File: src/rtl/fetch_ctrl_pkg.sv
// Shared types and helpers for the fetch redirect sequencer.
package fetch_ctrl_pkg;

    typedef enum logic [1:0] {
        RUN,
        REDIRECT,
        FLUSH
    } redir_state_e;

    localparam int CNT_W      = 4;
    localparam int AGE_CALC_W = 16;

    // Distance from the ROB head, modulo 2^tag_w; tags up to AGE_CALC_W bits.
    function automatic logic [AGE_CALC_W-1:0] rob_age(
        input logic [AGE_CALC_W-1:0] tag,
        input logic [AGE_CALC_W-1:0] head,
        input int unsigned           tag_w
    );
        logic [AGE_CALC_W-1:0] mask;
        mask = (AGE_CALC_W'(1) << tag_w) - AGE_CALC_W'(1);
        return (tag - head) & mask;
    endfunction

endpackage

File: src/rtl/fetch_redirect_arbiter_picker.sv
// Combinational oldest-by-ROB-age selector; ties resolve to the lower index.
module redirect_age_picker
    import fetch_ctrl_pkg::*;
#(
    parameter int unsigned TAG_W   = 5,
    parameter int unsigned NUM_SRC = 3
) (
    input  logic [NUM_SRC-1:0]       valid,
    input  logic [NUM_SRC*TAG_W-1:0] tags,
    input  logic [TAG_W-1:0]         head,
    output logic [NUM_SRC-1:0]       oldest,
    output logic [TAG_W-1:0]         oldest_age
);

    logic             found;
    logic [TAG_W-1:0] age_k;

    always_comb begin
        oldest     = '0;
        oldest_age = '0;
        found      = 1'b0;
        age_k      = '0;
        for (int k = 0; k < int'(NUM_SRC); k++) begin
            age_k = TAG_W'(rob_age(AGE_CALC_W'(tags[k*TAG_W +: TAG_W]),
                                   AGE_CALC_W'(head), TAG_W));
            if (valid[k] && (!found || age_k < oldest_age)) begin
                oldest     = '0;
                oldest[k]  = 1'b1;
                oldest_age = age_k;
                found      = 1'b1;
            end
        end
    end

endmodule

File: src/rtl/fetch_redirect_arbiter.sv
// Redirect sequencer: picks the oldest redirect, pulses the PC controller and
// back-end flush, then holds fetch for a window that older redirects may restart.
module fetch_redirect_arbiter
    import fetch_ctrl_pkg::*;
#(
    parameter int unsigned ADDR_W       = 32,
    parameter int unsigned TAG_W        = 5,
    parameter int unsigned NUM_SRC      = 3,
    parameter int unsigned FLUSH_CYCLES = 2
) (
    input  logic                      clk,
    input  logic                      reset,
    input  logic [NUM_SRC-1:0]        redir_valid_i,
    input  logic [NUM_SRC*ADDR_W-1:0] redir_pc_i,
    input  logic [NUM_SRC*TAG_W-1:0]  redir_tag_i,
    input  logic [TAG_W-1:0]          head_tag_i,
    input  logic                      fetch_stall_i,
    output logic [NUM_SRC-1:0]        redir_ack_o,
    output logic                      misprediction,
    output logic [ADDR_W-1:0]         correct_pc,
    output logic                      buble,
    output logic                      flush_o,
    output logic [TAG_W-1:0]          flush_tag_o
);

    redir_state_e       state;
    logic [CNT_W-1:0]   cnt;
    logic [NUM_SRC-1:0] oldest;
    logic [TAG_W-1:0]   oldest_age;
    logic [TAG_W-1:0]   cap_age;
    logic [ADDR_W-1:0]  pick_pc;
    logic [TAG_W-1:0]   pick_tag;
    logic               any_valid;
    logic               preempt;

    redirect_age_picker #(
        .TAG_W   (TAG_W),
        .NUM_SRC (NUM_SRC)
    ) u_picker (
        .valid      (redir_valid_i),
        .tags       (redir_tag_i),
        .head       (head_tag_i),
        .oldest     (oldest),
        .oldest_age (oldest_age)
    );

    always_comb begin
        pick_pc  = '0;
        pick_tag = '0;
        for (int k = 0; k < int'(NUM_SRC); k++) begin
            if (oldest[k]) begin
                pick_pc  = pick_pc  | redir_pc_i[k*ADDR_W +: ADDR_W];
                pick_tag = pick_tag | redir_tag_i[k*TAG_W +: TAG_W];
            end
        end
    end

    // The in-flight redirect's age is re-evaluated against the live head every cycle.
    assign cap_age   = TAG_W'(rob_age(AGE_CALC_W'(flush_tag_o), AGE_CALC_W'(head_tag_i), TAG_W));
    assign any_valid = |redir_valid_i;
    assign preempt   = any_valid && (oldest_age < cap_age);

    always_comb begin
        redir_ack_o = '0;
        if (reset) begin
            if (state == RUN) redir_ack_o = oldest;
            else              redir_ack_o = redir_valid_i;
        end
    end

    assign buble = !reset || (state != RUN) || fetch_stall_i;

    always_ff @(posedge clk or negedge reset) begin
        if (!reset) begin
            state         <= RUN;
            cnt           <= '0;
            misprediction <= 1'b0;
            flush_o       <= 1'b0;
            correct_pc    <= '0;
            flush_tag_o   <= '0;
        end else begin
            misprediction <= 1'b0;
            flush_o       <= 1'b0;
            case (state)
                RUN: begin
                    if (any_valid) begin
                        correct_pc    <= pick_pc;
                        flush_tag_o   <= pick_tag;
                        misprediction <= 1'b1;
                        flush_o       <= 1'b1;
                        state         <= REDIRECT;
                    end
                end
                REDIRECT, FLUSH: begin
                    if (state == REDIRECT) begin
                        cnt   <= CNT_W'(FLUSH_CYCLES);
                        state <= FLUSH;
                    end else begin
                        cnt <= cnt - CNT_W'(1);
                        if (cnt == CNT_W'(1)) state <= RUN;
                    end
                    // An older redirect overrides whatever the window would have done.
                    if (preempt) begin
                        correct_pc    <= pick_pc;
                        flush_tag_o   <= pick_tag;
                        misprediction <= 1'b1;
                        flush_o       <= 1'b1;
                        state         <= REDIRECT;
                    end
                end
                default: state <= RUN;
            endcase
        end
    end

endmodule

File: config.mk
export PLATFORM = sky130hd
export DESIGN_NAME = fetch_redirect_arbiter
export DESIGN_NICKNAME = d
export VERILOG_FILES = /design/src/rtl/fetch_ctrl_pkg.sv /design/src/rtl/fetch_redirect_arbiter_picker.sv /design/src/rtl/fetch_redirect_arbiter.sv
export SDC_FILE = /design/constraint.sdc
export NUM_CORES = 1
export LEC_CHECK = 0
export BUFFER_PORTS_ARGS = -buffer_cell sky130_fd_sc_hd__buf_2
export CORE_MARGIN = 1.5
export CORE_UTILIZATION = 50
export DETAILED_ROUTE_END_ITERATION = 16
export HOLD_SLACK_MARGIN = 0.12
export PLACE_DENSITY = 0.88
export SYNTH_ARGS = -nofsm -noshare
export SYNTH_HDL_FRONTEND = slang
export SYNTH_SLANG_ARGS = --single-unit
export TNS_END_PERCENT = 20
File: constraint.sdc
create_clock -name clk -period 7.5 [get_ports clk]
set_input_delay 0.75 -clock clk [delete_from_list [all_inputs] [get_ports clk]]
set_output_delay 0.75 -clock clk [all_outputs]
set_load 0.01 [all_outputs]
[After elaboration in Yosys (flattened, before gate mapping)]
Index checks and enable logic that the tools add are counted.
Word-level totals
  register bits after elaboration: 44
  input bits: 122
  output and inout bits: 43
  word-level logic and storage cells: 71
Cells by class
  add/sub/neg operators: 5
  magnitude comparators: 3
  equality and inequality tests: 6
  muxes and demuxes: 31
  bitwise operators: 4
  reductions and logical operators: 17
Operator list (number)
  $mux W32: 5
  $or A32 B32 Y32: 2
  $pmux W32 S2: 1
  $mux W5: 8
  $sub A5 B5 Y5: 4
  $lt A5 B5 Y1: 3
  $mux W3: 4
  $or A5 B5 Y5: 2
  $pmux W5 S2: 1
  $mux W2: 4
  $mux W1: 5
  $eq A4 B1 Y1 const B: 1
  $logic_or A1 B1 Y1: 4
  $mux W4: 1
  $ne A2 B2 Y1 const B: 2
  $ne A4 B4 Y1 const B: 1
  $pmux W2 S2: 1
  $reduce_bool A2 Y1: 2
  $sub A4 B1 Y4 const B: 1
  $logic_and A1 B1 Y1: 3
  $logic_not A1 Y1: 3
  $reduce_and A3 Y1: 1
  $reduce_or A3 Y1: 1
  $eq A2 B1 Y1 const B: 1
  5 further kinds: 5

[Logic depth before layout (Yosys ltp)]
  depth in word-level cells: 17
  gate-level depth with buffers: 34
  depth with buffers taken out: 28

[Cells and area by module]
Synthesis repeated with hierarchy kept, for this count alone.
Unflattened totals
  cell total of the unflattened synthesis: 381
  area total of the unflattened synthesis: 3698.5 sq um
Modules (own cells, without submodules)
  fetch_redirect_arbiter: times used 1, cells each 260, area an instance 2715.1 sq um, seq. area each 1101.1 sq um
  redirect_age_picker: times used 1, cells each 121, area an instance 983.4 sq um, seq. area each 0.0 sq um

[Worst setup path before layout]
Ideal clock, no wire load.
  path type: input to register
  start: in head_tag_i[1]
  end: reg correct_pc[1]
  library setup time: 128 ps
  arrival time: 7088 ps
  data required time: 7372 ps
  slack: 284 ps
  stages: 32
  buffers on the path: 6
  path through: inv_1 -> ha_1 -> nor2b_1 -> o21ai_0 -> a21boi_0 -> or3b_2 -> ha_1 -> nand2_1 -> o221ai_1 -> a21boi_0 -> buf_4 -> buf_1 -> nor2_1 -> a21oi_1 -> ha_1 -> a211o_1 -> a21oi_2 -> nand2_1 -> o211a_1 -> buf_6 -> buf_6 -> buf_2 -> nor2_1 -> a21oi_1 -> ha_1 -> a21o_1 -> a21o_1 -> a211oi_1 -> o221ai_2 -> o22ai_4 -> buf_8 -> mux2_1
Between the ends
  word-level cells in the longest chain between the ends: 17
  elaborated cells between the ends (all ways): 29
  those cells by class: 4 x add/sub; 3 x order compare; 1 x eq/ne; 12 x mux; 2 x bitwise; 7 x reduce/logical
Ends and longest elaborated chain
  start: declaration: RTL line fetch_redirect_arbiter.sv:16  | input logic [TAG_W-1:0] head_tag_i,
  $sub A5 B5 Y5: RTL line fetch_ctrl_pkg.sv:21  | return (tag - head) & mask;
  $mux W5: RTL line fetch_redirect_arbiter_picker.sv:26  | if (valid[k] && (!found || age_k < oldest_age)) begin
  $lt A5 B5 Y1: RTL line fetch_redirect_arbiter_picker.sv:26
  $logic_or A1 B1 Y1: RTL line fetch_redirect_arbiter_picker.sv:26
  $logic_and A1 B1 Y1: RTL line fetch_redirect_arbiter_picker.sv:26
  $mux W5 / $mux W1 (equally long branches): RTL line fetch_redirect_arbiter_picker.sv:26
  $lt A5 B5 Y1 / $logic_not A1 Y1 (equally long branches): RTL line fetch_redirect_arbiter_picker.sv:26
  $logic_or A1 B1 Y1: RTL line fetch_redirect_arbiter_picker.sv:26
  $logic_and A1 B1 Y1: RTL line fetch_redirect_arbiter_picker.sv:26
  $mux W3: RTL line fetch_redirect_arbiter_picker.sv:26
  $mux W32: RTL line fetch_redirect_arbiter.sv:51  | if (oldest[k]) begin
  $or A32 B32 Y32: RTL line fetch_redirect_arbiter.sv:52  | pick_pc = pick_pc | redir_pc_i[k*ADDR_W +: ADDR_W];
  $mux W32: RTL line fetch_redirect_arbiter.sv:51
  $or A32 B32 Y32: RTL line fetch_redirect_arbiter.sv:52
  $mux W32: RTL line fetch_redirect_arbiter.sv:51
  $mux W32 (on tied branches): RTL line fetch_redirect_arbiter.sv:103, fetch_redirect_arbiter.sv:86
  $pmux W32 S2: RTL line fetch_redirect_arbiter.sv:84  | case (state)
  end signal: assignment: RTL line fetch_redirect_arbiter.sv:87  | correct_pc <= pick_pc;
  end signal: assignment: RTL line fetch_redirect_arbiter.sv:104  | correct_pc <= pick_pc;
  end: declaration: RTL line fetch_redirect_arbiter.sv:20  | output logic [ADDR_W-1:0] correct_pc,
Several ways; a longest one is shown, not always the timed one. The select of a mux whose other input is x is not followed.
A chain may end at the register's enable or synchronous reset.

[Final worst setup path]
  start: in head_tag_i[1]
  end: reg flush_tag_o[1]
Between the ends
  word-level cells in the longest chain between the ends: 17
  elaborated cells between the ends (all ways): 29
  those cells by class: 4 x add/sub; 3 x order compare; 1 x eq/ne; 12 x mux; 2 x bitwise; 7 x reduce/logical
Ends and longest elaborated chain
  $sub A5 B5 Y5: RTL line fetch_ctrl_pkg.sv:21
  $mux W5: RTL line fetch_redirect_arbiter_picker.sv:26
  $lt A5 B5 Y1: RTL line fetch_redirect_arbiter_picker.sv:26
  $logic_or A1 B1 Y1: RTL line fetch_redirect_arbiter_picker.sv:26
  $logic_and A1 B1 Y1: RTL line fetch_redirect_arbiter_picker.sv:26
  $mux W5 / $mux W1 (equally long branches): RTL line fetch_redirect_arbiter_picker.sv:26
  $lt A5 B5 Y1 / $logic_not A1 Y1 (equally long branches): RTL line fetch_redirect_arbiter_picker.sv:26
  $logic_or A1 B1 Y1: RTL line fetch_redirect_arbiter_picker.sv:26
  $logic_and A1 B1 Y1: RTL line fetch_redirect_arbiter_picker.sv:26
  $mux W3: RTL line fetch_redirect_arbiter_picker.sv:26
  $mux W5: RTL line fetch_redirect_arbiter.sv:51
  $or A5 B5 Y5: RTL line fetch_redirect_arbiter.sv:53  | pick_tag = pick_tag | redir_tag_i[k*TAG_W +: TAG_W];
  $mux W5: RTL line fetch_redirect_arbiter.sv:51
  $or A5 B5 Y5: RTL line fetch_redirect_arbiter.sv:53
  $mux W5: RTL line fetch_redirect_arbiter.sv:51
  $mux W5 (on tied branches): RTL line fetch_redirect_arbiter.sv:103, fetch_redirect_arbiter.sv:86
  $pmux W5 S2: RTL line fetch_redirect_arbiter.sv:84
  end signal: assignment: RTL line fetch_redirect_arbiter.sv:88  | flush_tag_o <= pick_tag;
  end signal: assignment: RTL line fetch_redirect_arbiter.sv:105  | flush_tag_o <= pick_tag;
  end: declaration: RTL line fetch_redirect_arbiter.sv:23  | output logic [TAG_W-1:0] flush_tag_o
Several ways; a longest one is shown, not always the timed one. The select of a mux whose other input is x is not followed.

==> metrics <==
run status=finished, final reports clean; yosys warns=0; Post-Synthesis Mean Instance Area=9.944 sq um; Global Route Usage Sum=22.97%; Final Util=between 60 and 70%; unrepaired setup endpoints after global routing=false; number of CTS-inserted buffers=5; share of post-route cells with drive strength above 1=between 40% and 50%; crit path launch type=primary input; antenna violations before repair=0; share of the cycle needed by the critical path after routing=94.55%; most frequent standard cell in the layout excluding fill and tap cells=buf_2; number of top-level pins=between 150 and 200; clock-pin slew of the registers on the worst-case setup and hold paths=0.09 ns; buffer depth of the longest clock path=2; # DRC=0; Worst Hold Depth=1; number of cell instances on the worst register-to-register path=14; number of setup violations in the final report=0; max-cap violation count=0; worst path arrival time=between 7 and 8 ns; Critical R2R Capture=flush_tag_o[1]; TritonCTS clock tree=built; Fin Clk Skew=0.009630 ns; number of nets with antenna violations after routing=0; detailed-router iteration count before antenna repair=6; number of H-tree branching levels=2; post-DP HPWL=8809 um; internal reg-to-reg setup slack=slightly above 4 ns; WL final=11200 um; class of the worst hold path=reg2reg; clock network latency to the later pin of the worst-skew pair=roughly 0.30 ns; Static Leakage=slightly below 3 nW; count of state elements after synthesis=44; number of cells produced by synthesis=about 440; wire length of the first global-routing pass=16650 um; startpoint of the most critical register-to-register path=flush_tag_o[0]; via count=about 3800; maximum clock frequency=141.0 MHz; count of flip-flops with a built-in enable after synthesis=0; critical path endpoint category=flip-flop; number of design-rule violations left by the first detailed-router iteration=166; total power=roughly 2.1 mW; buffers added on ports=roughly 160; detail-routed via count per cell=~5.4; slowest cell on the critical path=or3b_2; max-slew violations=0; pin count of the biggest net entering global routing=49; Die Outline Area=~9300 sq um; required time worst endpoint=about 7.7 ns; number of placed cells counting well taps=694; starting density of the core=between 50% and 60%; core region area=a little over 8000 sq um; antenna diode count=0; most used cells in the layout excluding fill and tap cells=164 x buf_2, 56 x inv_1, 56 x nand2_1; hold worst-path end=correct_pc[23]; sequential cell area fraction in the yosys report=~25%; cell with the most instances on the worst path=ha_1; hold path startpoint=correct_pc[23]; shortest period the worst path allows=approximately 7.1 ns; Area Overhead vs Synth=24.01%; count of different cell masters after synthesis=53; largest fanout on the critical path=30; final-layout setup total negative slack=0 ns; leading register cell type out of synthesis=dfrtp_1; Die Span Y=between 90 and 100 um; post-synthesis instance area=4345 sq um; Worst IR Drop VDD=around 0.00033 V; power density over cell area=a little under 400 nW/um^2; Avg WL per Cell=approximately 16 um; total clock sinks=44; global placement routability congestion=roughly 0.94; buffer cell driving the clock tree root=clkbuf_8; worst slew slack as a fraction of its limit=49.50%; Layout Cells excl Fill=between 700 and 800; Nets=~760; Congestion Overflow GR=0; CP Class=in2reg; placement row count=33; delay of the slowest critical-path stage=0.49 ns; Fin. Hold Viols=0; transition time of the tightest slew-check pin=roughly 0.75 ns; via count of the first global-routing pass=3699; net count of the mapped netlist=around 600; share of flip-flops with an asynchronous set or reset=100.0%; overall die width=96.23 um
[report_power, final]
group          switching, mW  internal (mW)
logic                  0.673          0.801
clock network         0.0879          0.100
registers             0.0714          0.368
[critical path: cells and delay by family]
kind                       cells  cell delay [ns]
and+or+nand+nor                6             1.27
AOI/OAI and AO/OA             13             2.57
buffers and inverters          5             1.00
adders and majority gates      4             1.29
muxes                          1             0.36
[synthesized netlist by cell type, types with 2 or more instances]
cell       number  area (sq um)
a211o_1         2         17.52
a21boi_0        3         22.52
a21o_1         10         75.07
a21oi_1        22         110.1
a41oi_1         2         17.52
buf_2           2         10.01
buf_4           3         22.52
buf_6           3         33.78
buf_8           3         45.04
clkbuf_1        6         22.52
clkbuf_4        2         15.01
dfrtp_1        44          1101
fa_1            4         80.08
ha_1           33         412.9
inv_1          57         214.0
mux2_2         27         304.0
mux2_4         46         690.7
mux2i_1        39         390.4
nand2_1        56         210.2
nand2b_1        4         25.02
nand3b_1        3         22.52
nand4_1         2         12.51
nor2_1         10         37.54
nor2b_1         2         12.51
nor3_1          3         15.01
o2111ai_1       2         17.52
o211a_1         3         30.03
o21a_1          2         15.01
o21ai_0         4         20.02
o2bb2ai_1       2         17.52
xnor2_1        10         87.58
xor2_1          5         43.79
[cells by family (layout without fill, tap and decap cells)]
family / count (synthesis) / in the layout / synth area share [%]
flip-flops: 44 / 44 / 25.34
multiplexers: 113 / 113 / 32.13
adder cells (fa/ha/maj): 37 / 37 / 11.34
AO/OA/AOI/OAI: 64 / 64 / 10.83
XOR/XNOR: 15 / 15 / 3.023
buffers and inverters: 77 / 241 / 8.436
AND/OR/NAND/NOR: 87 / 87 / 8.897
[per-stage QoR]
step | setup slack, ns | cell area, sq um | hold slack [ns]
final | 0.4084 | 5389 | 0.5103
after global placement | 0.3667 | 5229 | 0.4758
after floorplan | 0.2844 | 4345 | 0.4544
after detailed placement | 0.07622 | 5229 | 0.4868
after CTS | 0.3700 | 5345 | 0.5148
after global routing | 0.04110 | 5389 | 0.5304
[how the worst max path moves through the flow]
| stage | start | to | slack [ns] | depth (start not counted) |
|---|---|---|---|---|
| 3_5_place_dp | redir_tag_i[0] | flush_tag_o[4] | 0.08 | 30 |
| 5_1_grt | head_tag_i[1] | flush_tag_o[1] | 0.04 | 29 |
| 6_report | head_tag_i[1] | flush_tag_o[1] | 0.41 | 29 |
| 4_1_cts | redir_tag_i[0] | correct_pc[30] | 0.37 | 30 |
| 3_3_place_gp | redir_tag_i[0] | flush_tag_o[1] | 0.37 | 30 |
| 2_1_floorplan | head_tag_i[1] | correct_pc[1] | 0.28 | 32 |
[area by class of cell]
cell class | count | area [sq um]
repair buffers | 176 | 927.1
flip-flops and latches | 44 | 1101
clock buffers | 5 | 68.82
multi-input cells | 316 | 2895
inverters | 57 | 217.7
well taps | 105 | 131.4
clock inverters | 3 | 47.55
fillers | 669 | 2910
[per-layer routing]
layer / vias up / part of all wire, % / global-route usage (%)
li1: 1829 / - / -
met1: 1787 / 41 / 27.37
met2: 141 / 50 / 41.84
met3: 27 / 6.3 / 3.791
met4: 0 / 2.9 / 6.985
met5: - / 0 / 0
[sequential cells by signal (all words and copies together), names as in the netlist]
signal,flops
state,2
flush_o,1
correct_pc,32
cnt,4
flush_tag_o,5
[repair_timing]
action | in CTS | in global routing
endpoints found under the hold margin | 0 | 0
hold buffers | 0 | 0
gates resized for setup | 0 | 3
endpoints found under the setup margin | 0 | 36
setup buffers | 0 | 4
Power figures use the tool's default switching activity.
